--- src/rtl/ecc_apb_ctrl.sv ---
// APB register bank and one-shot launch sequencer for the ECC datapath.
// Operands are snapshotted at launch; the result (or a timeout code) is held for the bus.
module ecc_apb_ctrl #(
  parameter int DATA_WIDTH      = 32,
  parameter int AMBA_ADDR_WIDTH = 20,
  parameter int AMBA_WORD       = 32
) (
  input  logic                       clk,
  input  logic                       rst,
  input  logic [AMBA_ADDR_WIDTH-1:0] PADDR,
  input  logic [AMBA_WORD-1:0]       PWDATA,
  input  logic                       PSEL,
  input  logic                       PENABLE,
  input  logic                       PWRITE,
  output logic [AMBA_WORD-1:0]       PRDATA,
  output logic                       core_start,
  output logic [1:0]                 core_mode,
  output logic [1:0]                 core_width,
  output logic [DATA_WIDTH-1:0]      core_data,
  output logic [DATA_WIDTH-1:0]      core_noise,
  input  logic                       core_done,
  input  logic [DATA_WIDTH-1:0]      core_data_out,
  input  logic [1:0]                 core_num_of_errors,
  output logic [DATA_WIDTH-1:0]      data_out,
  output logic [1:0]                 num_of_errors,
  output logic                       operation_done
);

  typedef enum logic [1:0] {S_IDLE, S_LAUNCH, S_WAIT, S_DONE} state_e;

  // Last WAIT cycle (T6) is the one where the counter holds 4.
  localparam logic [2:0] WAIT_LAST = 3'd4;

  state_e                  state_q, state_d;
  logic [2:0]              cnt_q;
  logic [1:0]              ctrl_q, width_q;
  logic [DATA_WIDTH-1:0]   data_in_q, noise_q;
  logic [1:0]              snap_mode_q, snap_width_q;
  logic [DATA_WIDTH-1:0]   snap_data_q, snap_noise_q;
  logic [DATA_WIDTH-1:0]   data_out_q;
  logic [1:0]              errors_q;
  logic [AMBA_WORD-1:0]    prdata_q, rd_mux;

  logic                    addr_hit, wr_access, rd_setup;
  logic                    sel_ctrl, sel_data, sel_width, sel_noise;
  logic [1:0]              ctrl_mode;
  logic                    launch_ph, accept, timeout;

  assign addr_hit  = (PADDR[AMBA_ADDR_WIDTH-1:4] == '0);
  assign sel_ctrl  = addr_hit && (PADDR[3:0] == 4'h0);
  assign sel_data  = addr_hit && (PADDR[3:0] == 4'h4);
  assign sel_width = addr_hit && (PADDR[3:0] == 4'h8);
  assign sel_noise = addr_hit && (PADDR[3:0] == 4'hC);
  assign wr_access = PSEL && PENABLE && PWRITE;
  assign rd_setup  = PSEL && !PENABLE && !PWRITE;
  assign ctrl_mode = (ctrl_q == 2'b11) ? 2'b00 : ctrl_q;

  always_ff @(posedge clk or negedge rst) begin
    if (!rst) begin
      ctrl_q    <= '0;
      width_q   <= '0;
      data_in_q <= '0;
      noise_q   <= '0;
    end else if (wr_access) begin
      if (sel_ctrl)  ctrl_q    <= PWDATA[1:0];
      if (sel_data)  data_in_q <= PWDATA[DATA_WIDTH-1:0];
      if (sel_width) width_q   <= PWDATA[1:0];
      if (sel_noise) noise_q   <= PWDATA[DATA_WIDTH-1:0];
    end
  end

  always_comb begin
    rd_mux = '0;
    if (sel_ctrl)       rd_mux[1:0]            = ctrl_q;
    else if (sel_data)  rd_mux[DATA_WIDTH-1:0] = data_in_q;
    else if (sel_width) rd_mux[1:0]            = width_q;
    else if (sel_noise) rd_mux[DATA_WIDTH-1:0] = noise_q;
  end

  always_ff @(posedge clk or negedge rst) begin
    if (!rst)          prdata_q <= '0;
    else if (rd_setup) prdata_q <= rd_mux;
  end

  // FSM: state register
  always_ff @(posedge clk or negedge rst) begin
    if (!rst) state_q <= S_IDLE;
    else      state_q <= state_d;
  end

  // FSM: next state; CTRL writes outside IDLE update the register only
  always_comb begin
    state_d = state_q;
    case (state_q)
      S_IDLE:   if (wr_access && sel_ctrl) state_d = S_LAUNCH;
      S_LAUNCH: state_d = S_WAIT;
      S_WAIT:   if (core_done || (cnt_q == WAIT_LAST)) state_d = S_DONE;
      S_DONE:   state_d = S_IDLE;
      default:  state_d = S_IDLE;
    endcase
  end

  // FSM: outputs
  always_comb begin
    launch_ph      = 1'b0;
    accept         = 1'b0;
    timeout        = 1'b0;
    operation_done = 1'b0;
    case (state_q)
      S_LAUNCH: launch_ph = 1'b1;
      S_WAIT: begin
        accept  = core_done;
        timeout = !core_done && (cnt_q == WAIT_LAST);
      end
      S_DONE:   operation_done = 1'b1;
      default:  ;
    endcase
  end

  always_ff @(posedge clk or negedge rst) begin
    if (!rst)                   cnt_q <= '0;
    else if (launch_ph)         cnt_q <= '0;
    else if (state_q == S_WAIT) cnt_q <= cnt_q + 3'd1;
  end

  always_ff @(posedge clk or negedge rst) begin
    if (!rst) begin
      snap_mode_q  <= '0;
      snap_width_q <= '0;
      snap_data_q  <= '0;
      snap_noise_q <= '0;
    end else if (launch_ph) begin
      snap_mode_q  <= ctrl_mode;
      snap_width_q <= width_q;
      snap_data_q  <= data_in_q;
      snap_noise_q <= noise_q;
    end
  end

  always_ff @(posedge clk or negedge rst) begin
    if (!rst) begin
      data_out_q <= '0;
      errors_q   <= '0;
    end else if (accept) begin
      data_out_q <= core_data_out;
      errors_q   <= core_num_of_errors;
    end else if (timeout) begin
      data_out_q <= '0;
      errors_q   <= 2'b11;
    end
  end

  // During LAUNCH the live registers are exactly what the snapshot is about to
  // capture, so the datapath sees valid operands alongside core_start.
  assign core_start    = launch_ph;
  assign core_mode     = launch_ph ? ctrl_mode : snap_mode_q;
  assign core_width    = launch_ph ? width_q   : snap_width_q;
  assign core_data     = launch_ph ? data_in_q : snap_data_q;
  assign core_noise    = launch_ph ? noise_q   : snap_noise_q;
  assign PRDATA        = prdata_q;
  assign data_out      = data_out_q;
  assign num_of_errors = errors_q;

endmodule

--- config.mk ---
export PLATFORM = sky130hd
export DESIGN_NAME = ecc_apb_ctrl
export DESIGN_NICKNAME = d
export VERILOG_FILES = /design/src/rtl/ecc_apb_ctrl.sv
export SDC_FILE = /design/constraint.sdc
export NUM_CORES = 1
export LEC_CHECK = 0
export ABC_AREA = 1
export CAP_MARGIN = 40
export CORE_UTILIZATION = 52
export CTS_CLUSTER_SIZE = 10
export DETAILED_ROUTE_END_ITERATION = 10
export PLACE_DENSITY = 0.94
export SLEW_MARGIN = 25
export SYNTH_ARGS = -nofsm -noshare
export SYNTH_HDL_FRONTEND = slang
export SYNTH_SLANG_ARGS = --single-unit
export TNS_END_PERCENT = 30
--- constraint.sdc ---
create_clock -name clk -period 5.5 [get_ports clk]
set_input_delay 1.1 -clock clk [delete_from_list [all_inputs] [get_ports clk]]
set_output_delay 1.1 -clock clk [all_outputs]
set_load 0.02 [all_outputs]
Word-level counts from Yosys, hierarchy flattened --
Index checks and enable logic that the tools add are counted.
Storage, ports and cells: bits in registers 207, input bits 92, output and inout bits 136, word-level logic and storage cells 72
Cells by class: add/subtract/negate cells 1, equal/unequal tests 10, mux-type cells 24, reductions and logical operators 24
Operators by type and width (number):
- $mux 32 | 6
- $mux 30 | 2
- $mux 2 | 9
- $logic_not 16->1 | 1
- $logic_and 1x1->1 | 10
- $reduce_and 2->1 | 5
- $eq 4x4->1 const B | 2
- $pmux 2 s4 | 1
- $eq 2x2->1 const B | 3
- $mux 3 | 2
- $eq 4x3->1 const B | 1
- $logic_not 4->1 | 1
- $mux 1 | 4
- $ne 2x2->1 const B | 2
- $reduce_bool 2->1 | 2
- $add 3x1->3 const B | 1
- $eq 3x3->1 const B | 1
- $logic_not 1->1 | 3
- $eq 2x1->1 const B | 1
- $logic_not 2->1 | 1
- $logic_or 1x1->1 | 1

Depth between registers and ports, before layout --
Gate-level depths: netlist of the first run.
depth in word-level cells 6, depth in mapped cells 10, mapped depth without buffers 10

Worst setup path before layout of the first run --
OpenSTA, ideal clock, no wires.
kind register -> output, from reg state_q[1], to out core_noise[2], arrival time 1860 ps, data required time 4400 ps, slack 2540 ps, cell stages (with the launch flop) 7, cell sequence dfrtp_1 -> inv_1 -> ha_1 -> inv_2 -> clkbuf_1 -> clkbuf_1 -> o21ai_0
On the way: cells in the longest elaborated chain, start to end 3
Ends and longest elaborated chain:
- from (decl) | RTL line 34 | state_e state_q, state_d;
- from (signal assigned) | RTL line 88 | else state_q <= state_d;
- $eq 2x1->1 | RTL line 109 | case (state_q)
- $mux 1 | RTL line 109
- via core_start | RTL line 16 | output logic core_start,
- $mux 32
- to (decl) | RTL line 20 | output logic [DATA_WIDTH-1:0] core_noise,
The timed path passes the listed nets, and every way through them passes these cells.

Final worst setup path of the first run --
from reg state_q[1], to out core_data[15]
On the way: cells in the longest elaborated chain, start to end 3
Ends and longest elaborated chain:
- $eq 2x1->1 | RTL line 109
- $mux 1 | RTL line 109
- $mux 32
- to (decl) | RTL line 19 | output logic [DATA_WIDTH-1:0] core_data,
No other way between the ends.

==> results of run 1 <==
==> cells by family after synthesis <==
family	after synthesis	synth area share (%)
AND/OR/NAND/NOR	291	14.15
buffers and inverters	133	6.664
AO/OA/AOI/OAI	206	15.18
flip-flops	207	62.98
XOR/XNOR	1	0.1065
adder cells (fa/ha/maj)	6	0.9128
==> worst max-delay path by stage <==
| stage | slack, ps | cells after the start | from | endpoint |
|---|---|---|---|---|
| floorplan | 2540 | 6 | state_q[1] | core_noise[2] |
| global placement | 2250 | 6 | state_q[1] | core_data[2] |
| detailed placement | 2180 | 7 | state_q[1] | core_data[19] |
| CTS | 1610 | 7 | state_q[1] | core_noise[19] |
| global route | 1400 | 7 | state_q[1] | core_noise[19] |
| finish | 1590 | 6 | state_q[1] | core_data[15] |
==> critical path: cells and delay by family, from the launching register on <==
family / cells / cell delay (ps)
flip-flops: 1 / 400
AO/OA/AOI/OAI: 1 / 440
buffers and inverters: 4 / 1180
adder cells (fa/ha/maj): 1 / 250
==> power groups by stage <==
stage	combinational [uW]	clock, uW	sequential, uW
finish	2550	1360	2050
global placement	2470	0	2050
detailed placement	2540	0	2070
global route	2740	1440	2090
CTS	2570	1370	2050
floorplan	1160	0	2180
==> final cells by class <==
class                           instances  area, um^2
Tap cell                              211       264.0
Clock buffer                           28       636.9
Inverter                               84       316.6
Fill cell                            1021        4005
Sequential cell                       207        5180
Multi-Input combinational cell        504        2501
Timing Repair Buffer                  238        2411
==> cell usage in the layout, fill, tap and decap left out, drive strengths merged <==
| master | netlist | final |
|---|---|---|
| nand3 | 10 | 10 |
| a32o | 32 | 32 |
| buf | 20 | 11 |
| o211ai | 2 | 2 |
| inv | 84 | 83 |
| nand2 | 226 | 226 |
| a31oi | 2 | 2 |
| nor3 | 4 | 4 |
| o31ai | 2 | 2 |
| a21oi | 32 | 32 |
| clkinv | 0 | 1 |
| ha | 6 | 6 |
| clkdlybuf4s50 | 0 | 226 |
| o22ai | 30 | 30 |
| dfrtp | 207 | 207 |
| clkbuf | 29 | 29 |
| nor2 | 51 | 51 |
| o22a | 2 | 2 |
| xor2 | 1 | 1 |
| o21ai | 104 | 104 |
==> flip-flops by register name (all words and copies together), names as in the netlist <==
register,count
ctrl_q,2
snap_mode_q,2
snap_width_q,2
noise_q,32
PRDATA,32
state_q,2
data_in_q,32
cnt_q,3
width_q,2
num_of_errors,2
snap_noise_q,32
snap_data_q,32
data_out,32
==> stage by stage <==
step	util, %	power, uW
6_report	73.85	5953
3_3_place_gp	69.28	4514
2_1_floorplan	-	3335
5_1_grt	73.85	6257
3_5_place_dp	69.56	4606
4_1_cts	73.72	5988
==> routing by layer <==
layer | share of wire, % | GRT usage (%) | up-vias
met5 | 0 | 0 | -
met4 | 2.3 | 9.481 | 0
met3 | 9.5 | 7.012 | 48
met2 | 50 | 47.60 | 353
met1 | 39 | 33.84 | 3304
li1 | - | - | 3187
==> impl_metrics.env, run 1 <==
export IMPL_worst_ep_required_time_ps=4400
export IMPL_cp_max_fo=68
export IMPL_synth_top_cell_area_share_pct=62.98
export IMPL_power_per_cell_area_nw_per_um2=526.3
export IMPL_grt_ovfl_total=0
export IMPL_r2r_end="data_out[16]"
export IMPL_pwr_share_seq_pct=34.4
export IMPL_dp_cells=1243
export IMPL_design_die_area_um2=16320
export IMPL_grt_pass1_wl_um=35750
export IMPL_dr_first_iter_drc_count=571
export IMPL_skew_ps=5.201
export IMPL_core_area_um2=15310
export IMPL_r2r_slack_ps=3450
export IMPL_cts_tree="yes"
export IMPL_whs_ps=480.0
export IMPL_max_freq_mhz=255.8
export IMPL_tightest_slew_ps=738.7
export IMPL_place_area_um2=10650
export IMPL_cp_cell_sequence="inv_1 -> ha_1 -> clkinv_2 -> buf_4 -> o21ai_0 -> clkdlybuf4s50_1"
export IMPL_synth_common_cells="226 x nand2_1, 207 x dfrtp_1, 79 x inv_1"
export IMPL_ant_nets=0
export IMPL_critPathKind="flop to primary output"
export IMPL_power_share_clock_pct=22.8
export IMPL_critPathSlowestCell="clkdlybuf4s50_1"
export IMPL_die_x_um=127.8
export IMPL_clk_pin_slew_ps=50
export IMPL_ios=228
export IMPL_finalHoldViolCount=0
export IMPL_cts_made_buffers=24
export IMPL_grt_pass1_vias=7136
export IMPL_crit_path_end_kind="primary output"
export IMPL_yosysSeqAreaShare_pct=62.98
export IMPL_synth_most_common_cell="nand2_1"
export IMPL_min_to="snap_data_q[0]"
export IMPL_syn_area_per_cell_um2=9.744
export IMPL_setup_violations_final=0
export IMPL_stdcell_area_um2=11310
export IMPL_place_ws_ps=2179
export IMPL_leakage_uw=0.005382
export IMPL_combPwrFrac_pct=42.8
export IMPL_rr_startpoint="state_q[0]"
export IMPL_fp_dieH_um=127.8
export IMPL_grt_max_degree=88
export IMPL_synthFlopType="dfrtp_1"
export IMPL_drc=0
export IMPL_fp_row_count=45
export IMPL_worstHoldStart="snap_data_q[0]"
export IMPL_cp_start_kind="flop"
export IMPL_slew_headroom_pct=50.75
export IMPL_synthArstFlopShare_pct=100.0
export IMPL_hold_buffers=0
export IMPL_hpwlAfterDp_um=14060
export IMPL_switching_share_pct=35.89
export IMPL_syn_nets=942
export IMPL_r2r_cells=6
export IMPL_first_pass_iters=5
export IMPL_cts_setup_buffers=0
export IMPL_gp_congestion=0.8043
export IMPL_clk_latency_ps=490
export IMPL_grt_total_usage_pct=27.62
export IMPL_cts_max_level=1
export IMPL_yosysTopAreaCell="dfrtp_1"
export IMPL_yosysWarnings=0
export IMPL_finalCritPeriodShare_pct=71.07
export IMPL_cp_slowest_stage_delay_ps=700
export IMPL_period_minus_slack_ps=3909
export IMPL_yosysUniqueCellTypes=28
export IMPL_hold_class="flop to flop"
export IMPL_io_buffers=227
export IMPL_syn_inst=844
export IMPL_vias=6892
export IMPL_ir_worst_vdd_mv=0.3604
export IMPL_drv_cap=0
export IMPL_synth_edf_count=0
export IMPL_ctsResizeCount=0
export IMPL_grt_setup_unrepaired="no"
export IMPL_status="finished clean"
export IMPL_antenna_found_initial=0
export IMPL_hold_depth=2
export IMPL_vias_per_cell=5.418
export IMPL_layout_nets=1157
export IMPL_cts_root_buf="clkbuf_16"
export IMPL_setup_tns_ps=0
export IMPL_cts_sinks=207
export IMPL_p_sw_uw=2136
export IMPL_cts_buffer_depth=3
export IMPL_final_setup_worst_slack_ps=1591
export IMPL_p_int_uw=3816
export IMPL_maxSlewViolCount=0
export IMPL_cp_data_arrival_time_ps=2810
export IMPL_layout_cells_non_filler=1272
export IMPL_wirelength_um=22190
export IMPL_initial_core_util_pct=53.70
export IMPL_synth_seq_cells=207
export IMPL_synthTopCellsByArea="dfrtp_1 63%, nand2_1 10%, o21ai_0 4.5%"
export IMPL_wl_per_cell_um=17.45
export IMPL_drive_gt1_share_pct=4.901
export IMPL_antenna_cells=0
export IMPL_synthToLayoutAreaGrowth_pct=37.52
export IMPL_syn_cell_area_um2=8224
Note: power is estimated with default switching activity, not from simulation.
==> inputs of run 2 (changes only) <==
--- a/config.mk
+++ b/config.mk
@@ -7,10 +7,10 @@
 export LEC_CHECK = 0
 export ABC_AREA = 1
 export CAP_MARGIN = 40
-export CORE_UTILIZATION = 52
+export CORE_UTILIZATION = 43
 export CTS_CLUSTER_SIZE = 10
 export DETAILED_ROUTE_END_ITERATION = 10
-export PLACE_DENSITY = 0.94
+export PLACE_DENSITY = 0.84
 export SLEW_MARGIN = 25
 export SYNTH_ARGS = -nofsm -noshare
 export SYNTH_HDL_FRONTEND = slang
==> constraint.sdc (replaced) <==
create_clock -name clk -period 3.4 [get_ports clk]
set_input_delay 0.68 -clock clk [delete_from_list [all_inputs] [get_ports clk]]
set_output_delay 0.68 -clock clk [all_outputs]
set_load 0.02 [all_outputs]
==> impl_metrics.env, run 2 (synthesis gave the netlist of run 1 again) <==
export IMPL_maxSlewViolCount=0
export IMPL_tightest_slew_ps=701.3
export IMPL_wirelength_um=21600
export IMPL_grtUsageMet2_pct=37.89
export IMPL_pwr_share_seq_pct=35.3
export IMPL_setup_tns_ps=0
export IMPL_nFillCells=1499
export IMPL_ant_nets=0
export IMPL_ios=228
export IMPL_grt_setup_unrepaired="no"
export IMPL_final_cell_mix="226 x nand2_1, 207 x dfrtp_1, 170 x clkdlybuf4s50_1, 79 x inv_1, 70 x o21ai_0"
export IMPL_cts_buffer_depth=3
export IMPL_cp_data_arrival_time_ps=2590
export IMPL_crit_path_start="state_q[1]"
export IMPL_max_freq_mhz=305.9
export IMPL_first_pass_iters=5
export IMPL_design_die_area_um2=19680
export IMPL_ir_worst_vdd_mv=0.6194
export IMPL_multi_input_area_um2=2501
export IMPL_rr_startpoint="state_q[1]"
export IMPL_fp_row_count=50
export IMPL_crit_path_end_kind="primary output"
export IMPL_layout_nets=1165
export IMPL_grt_pass1_wl_um=35700
export IMPL_r2r_slack_ps=1640
export IMPL_cts_tree="yes"
export IMPL_busiest_layer="met2"
export IMPL_power_share_clock_pct=23.3
export IMPL_ff_latch_area_um2=5180
export IMPL_drv_cap=0
export IMPL_cts_sinks=207
export IMPL_io_buffers=227
export IMPL_fp_dieH_um=140.3
export IMPL_clk_pin_slew_ps=50
export IMPL_antenna_found_initial=0
export IMPL_die_x_um=140.3
export IMPL_finalCritPeriodShare_pct=96.13
export IMPL_grt_total_usage_pct=22.71
export IMPL_cts_max_level=1
export IMPL_core_area_um2=18710
export IMPL_gp_congestion=0.7955
export IMPL_use_met1_pct=29.37
export IMPL_critPathKind="flop to primary output"
export IMPL_worst_ep_required_time_ps=2720
export IMPL_cts_root_buf="clkbuf_16"
export IMPL_dr_first_iter_drc_count=391
export IMPL_clk_latency_ps=500
export IMPL_grt_pass1_vias=6913
export IMPL_antenna_cells=0
export IMPL_p_int_uw=5999
export IMPL_grt_ovfl_total=0
export IMPL_slew_headroom_pct=53.18
export IMPL_drive_gt1_share_pct=5.613
export IMPL_whs_ps=191.0
export IMPL_vias=6721
export IMPL_combPwrFrac_pct=41.4
export IMPL_p_sw_uw=3378
export IMPL_cts_made_buffers=24
export IMPL_switching_share_pct=36.02
export IMPL_synthToLayoutAreaGrowth_pct=38.90
export IMPL_period_minus_slack_ps=3269
export IMPL_cp_start_kind="flop"
export IMPL_cts_setup_buffers=0
export IMPL_hpwlAfterDp_um=14850
export IMPL_cp_max_fo=41
export IMPL_wl_per_cell_um=16.58
export IMPL_leakage_uw=0.005674
export IMPL_use_met3_pct=6.291
export IMPL_drc=0
export IMPL_power_per_cell_area_nw_per_um2=820.8
export IMPL_initial_core_util_pct=43.97
export IMPL_final_common_cell="nand2_1"
export IMPL_hold_class="input port to async pin"
export IMPL_vias_per_cell=5.158
export IMPL_setup_violations_final=0
export IMPL_finalHoldViolCount=0
export IMPL_grt_max_degree=76
export IMPL_skew_ps=12.04
export IMPL_status="finished clean"
[run 2: cell count changes in the layout (fill, tap and decap cells not counted), sizes merged]
cell           before  now
dlymetal6s2s        0   26
buf                11   19
clkdlybuf4s50     226  170
dlygate4sd2         0   30
[run 2: area by class of cell]
type | instances | area share (%)
tap | 234 | 2.563
sequential | 207 | 45.34
clock buffer | 28 | 5.575
timing repair buffer | 246 | 21.85
inverter | 84 | 2.771
multi-input combinational | 504 | 21.89
[run 2: routing by layer]
layer / vias to the layer above / share of wire [%]
met5: - / 0
met2: 241 / 48
met1: 3240 / 42
met4: 0 / 1.5
met3: 30 / 8.6
li1: 3210 / -
[run 2: final timing paths]
kind                                   to  depth (start not counted)
hold / removal             snap_data_q[6]                          1
setup reg to reg           snap_data_q[8]                          6
hold reg to reg            snap_data_q[0]                          2
setup / recovery           core_noise[20]                          6
min in group clk           snap_data_q[0]                          2
max in group asynchronous    data_out[11]                          2
[run 2: power groups by stage]
stage / logic (uW) / clock network (uW) / registers [uW]
CTS: 3970 / 2240 / 3310
finish: 3880 / 2190 / 3310
floorplan: 1870 / 0 / 3520
detailed placement: 4140 / 0 / 3340
global route: 4220 / 2320 / 3360
global placement: 4040 / 0 / 3320
[run 2: timing repair]
action | in CTS | in global routing
hold buffers | 0 | 0
gates resized for setup | 31 | 29
pin swaps | 0 | 0
setup endpoints to repair | 31 | 27
[run 2: per-stage QoR]
step / setup slack [ps] / instances / instance area (um^2) / total power (uW) / util, %
finish: 131.4 / 1303 / 11420 / 9376 / 61.07
global route: 2.943 / 1303 / 11420 / 9901 / 61.07
CTS: 2.298 / 1303 / 11360 / 9513 / 60.72
detailed placement: 429.6 / 1275 / 10760 / 7474 / 57.52
global placement: 536.4 / 1275 / 10760 / 7360 / 57.52
floorplan: 859.6 / 844 / 8224 / 5394 / -
[run 2: critical path: stages (launching register included)]
cell             delay (ps)
dfrtp_1                 410
inv_1                    90
ha_1                    250
clkinv_2                200
buf_12                  230
o21ai_0                 210
clkdlybuf4s50_1         680
==> inputs of run 3 (changes only) <==
--- a/config.mk
+++ b/config.mk
@@ -7,12 +7,13 @@
 export LEC_CHECK = 0
 export ABC_AREA = 1
 export CAP_MARGIN = 40
-export CORE_UTILIZATION = 43
+export CELL_PAD_IN_SITES_DETAIL_PLACEMENT = 0
+export CELL_PAD_IN_SITES_GLOBAL_PLACEMENT = 1
+export CORE_UTILIZATION = 33
 export CTS_CLUSTER_SIZE = 10
 export DETAILED_ROUTE_END_ITERATION = 10
-export PLACE_DENSITY = 0.84
+export PLACE_DENSITY = 0.85
 export SLEW_MARGIN = 25
 export SYNTH_ARGS = -nofsm -noshare
 export SYNTH_HDL_FRONTEND = slang
 export SYNTH_SLANG_ARGS = --single-unit
-export TNS_END_PERCENT = 30
==> impl_metrics.env, run 3 (synthesis gave the netlist of run 1 again) <==
export IMPL_status="finished clean"
export IMPL_cp_start_kind="flop"
export IMPL_whs_ps=132.0
export IMPL_synthToLayoutAreaGrowth_pct=41.79
export IMPL_cts_max_level=1
export IMPL_drc=0
export IMPL_die_x_um=159.9
export IMPL_clk_latency_ps=510
export IMPL_setup_tns_ps=0
export IMPL_r2r_end="num_of_errors[1]"
export IMPL_hpwlAfterDp_um=14990
export IMPL_layout_nets=1160
export IMPL_skew_ps=7.567
export IMPL_cts_made_buffers=25
export IMPL_drv_cap=0
export IMPL_vias_per_cell=4.825
export IMPL_ant_nets=0
export IMPL_cp_max_fo=48
export IMPL_dr_first_iter_drc_count=354
export IMPL_ff_latch_area_um2=5180
export IMPL_cts_buffer_depth=3
export IMPL_grt_total_usage_pct=18.08
export IMPL_initial_core_util_pct=33.72
export IMPL_rr_startpoint="state_q[0]"
export IMPL_final_common_cell="nand2_1"
export IMPL_gp_congestion=0.7454
export IMPL_design_die_area_um2=25560
export IMPL_critPathKind="flop to primary output"
export IMPL_clk_pin_slew_ps=60
export IMPL_core_area_um2=24390
export IMPL_r2r_cells=7
export IMPL_finalHoldViolCount=0
export IMPL_grt_pass1_vias=6809
export IMPL_combPwrFrac_pct=41.4
export IMPL_multi_input_area_um2=2501
export IMPL_crit_path_end_kind="primary output"
export IMPL_wl_per_cell_um=16.48
export IMPL_tightest_slew_ps=780.5
export IMPL_grt_pass1_wl_um=36870
export IMPL_grt_setup_unrepaired="no"
export IMPL_vias=6712
export IMPL_antenna_cells=0
export IMPL_grt_ovfl_total=0
export IMPL_nFillCells=2330
export IMPL_switching_share_pct=35.76
export IMPL_drive_gt1_share_pct=5.530
export IMPL_max_freq_mhz=305.6
export IMPL_r2r_slack_ps=1620
export IMPL_cts_tree="yes"
export IMPL_power_per_cell_area_nw_per_um2=834.1
export IMPL_worst_ep_required_time_ps=2720
export IMPL_grt_max_degree=85
export IMPL_fp_dieH_um=159.9
export IMPL_hold_class="input port to async pin"
export IMPL_cts_sinks=207
export IMPL_period_minus_slack_ps=3273
export IMPL_ios=228
export IMPL_cp_data_arrival_time_ps=2590
export IMPL_cts_root_buf="clkbuf_16"
export IMPL_power_share_clock_pct=24.5
export IMPL_ir_worst_vdd_mv=0.7036
export IMPL_p_sw_uw=3478
export IMPL_p_int_uw=6248
export IMPL_antenna_found_initial=0
export IMPL_finalCritPeriodShare_pct=96.26
export IMPL_leakage_uw=0.005799
export IMPL_maxSlewViolCount=0
export IMPL_fp_row_count=57
export IMPL_final_cell_mix="226 x nand2_1, 207 x dfrtp_1, 177 x clkdlybuf4s50_1, 79 x inv_1, 73 x o21ai_0"
export IMPL_first_pass_iters=4
export IMPL_wirelength_um=22930
export IMPL_pwr_share_seq_pct=34.0
export IMPL_slew_headroom_pct=47.89
export IMPL_setup_violations_final=0
export IMPL_io_buffers=227
[run 3: critical path: stages (launching register included)]
cell and delay, ps:
dfrtp_1 390, inv_1 80, ha_1 250, bufinv_16 320
buf_12 240, nand2_1 70, nand2_1 90, clkdlybuf4s50_1 620
[run 3: timing repair]
| action | in CTS | in global routing |
|---|---|---|
| cloned | 0 | 0 |
| hold buffers | 0 | 0 |
| setup endpoints to repair | 48 | 41 |
| gates resized for setup | 12 | 41 |
| buffers inserted | 0 | 0 |
[run 3: power groups by stage]
stage,clock (uW),combinational (uW),sequential (uW)
after floorplan,0,1870,3520
after global placement,0,4100,3320
after detailed placement,0,4140,3340
after CTS,2460,4140,3310
after global routing,2540,4330,3370
final,2390,4030,3310
[run 3: worst max-delay path by stage]
stage | end | startpoint | slack (ps)
3_3_place_gp | core_data[23] | state_q[1] | 470
6_report | core_data[0] | state_q[1] | 130
3_5_place_dp | core_data[23] | state_q[1] | 400
5_1_grt | core_data[0] | state_q[1] | 4
4_1_cts | core_data[22] | state_q[1] | 8
2_1_floorplan | core_noise[2] | state_q[1] | 860
[run 3: metrics by stage]
stage          std cells  setup WS (ps)  utilization [%]  cell area (um^2)  total power [uW]
3_3_place_gp        1359          471.3            44.44             10840              7414
4_1_cts             1391          8.479            47.39             11560              9912
3_5_place_dp        1359          401.1            44.44             10840              7483
2_1_floorplan        844          859.6                -              8224              5394
5_1_grt             1391          3.597            47.81             11660             10240
6_report            1391          127.2            47.81             11660              9726
[run 3: layout make-up]
class	count	share of cell area, %
clock inverter	3	0.3755
inverter	84	2.929
multi-input combinational	504	21.45
tap	324	3.476
timing repair buffer	240	21.68
sequential	207	44.42
clock buffer	29	5.665
[run 3: layer usage]
metal / vias up / part of all wire [%] / track usage (%)
met5: - / 0 / 0
met4: 0 / 1.7 / 3.636
met3: 25 / 7.9 / 4.987
met2: 230 / 47 / 30.17
met1: 3271 / 43 / 23.55
li1: 3186 / - / -
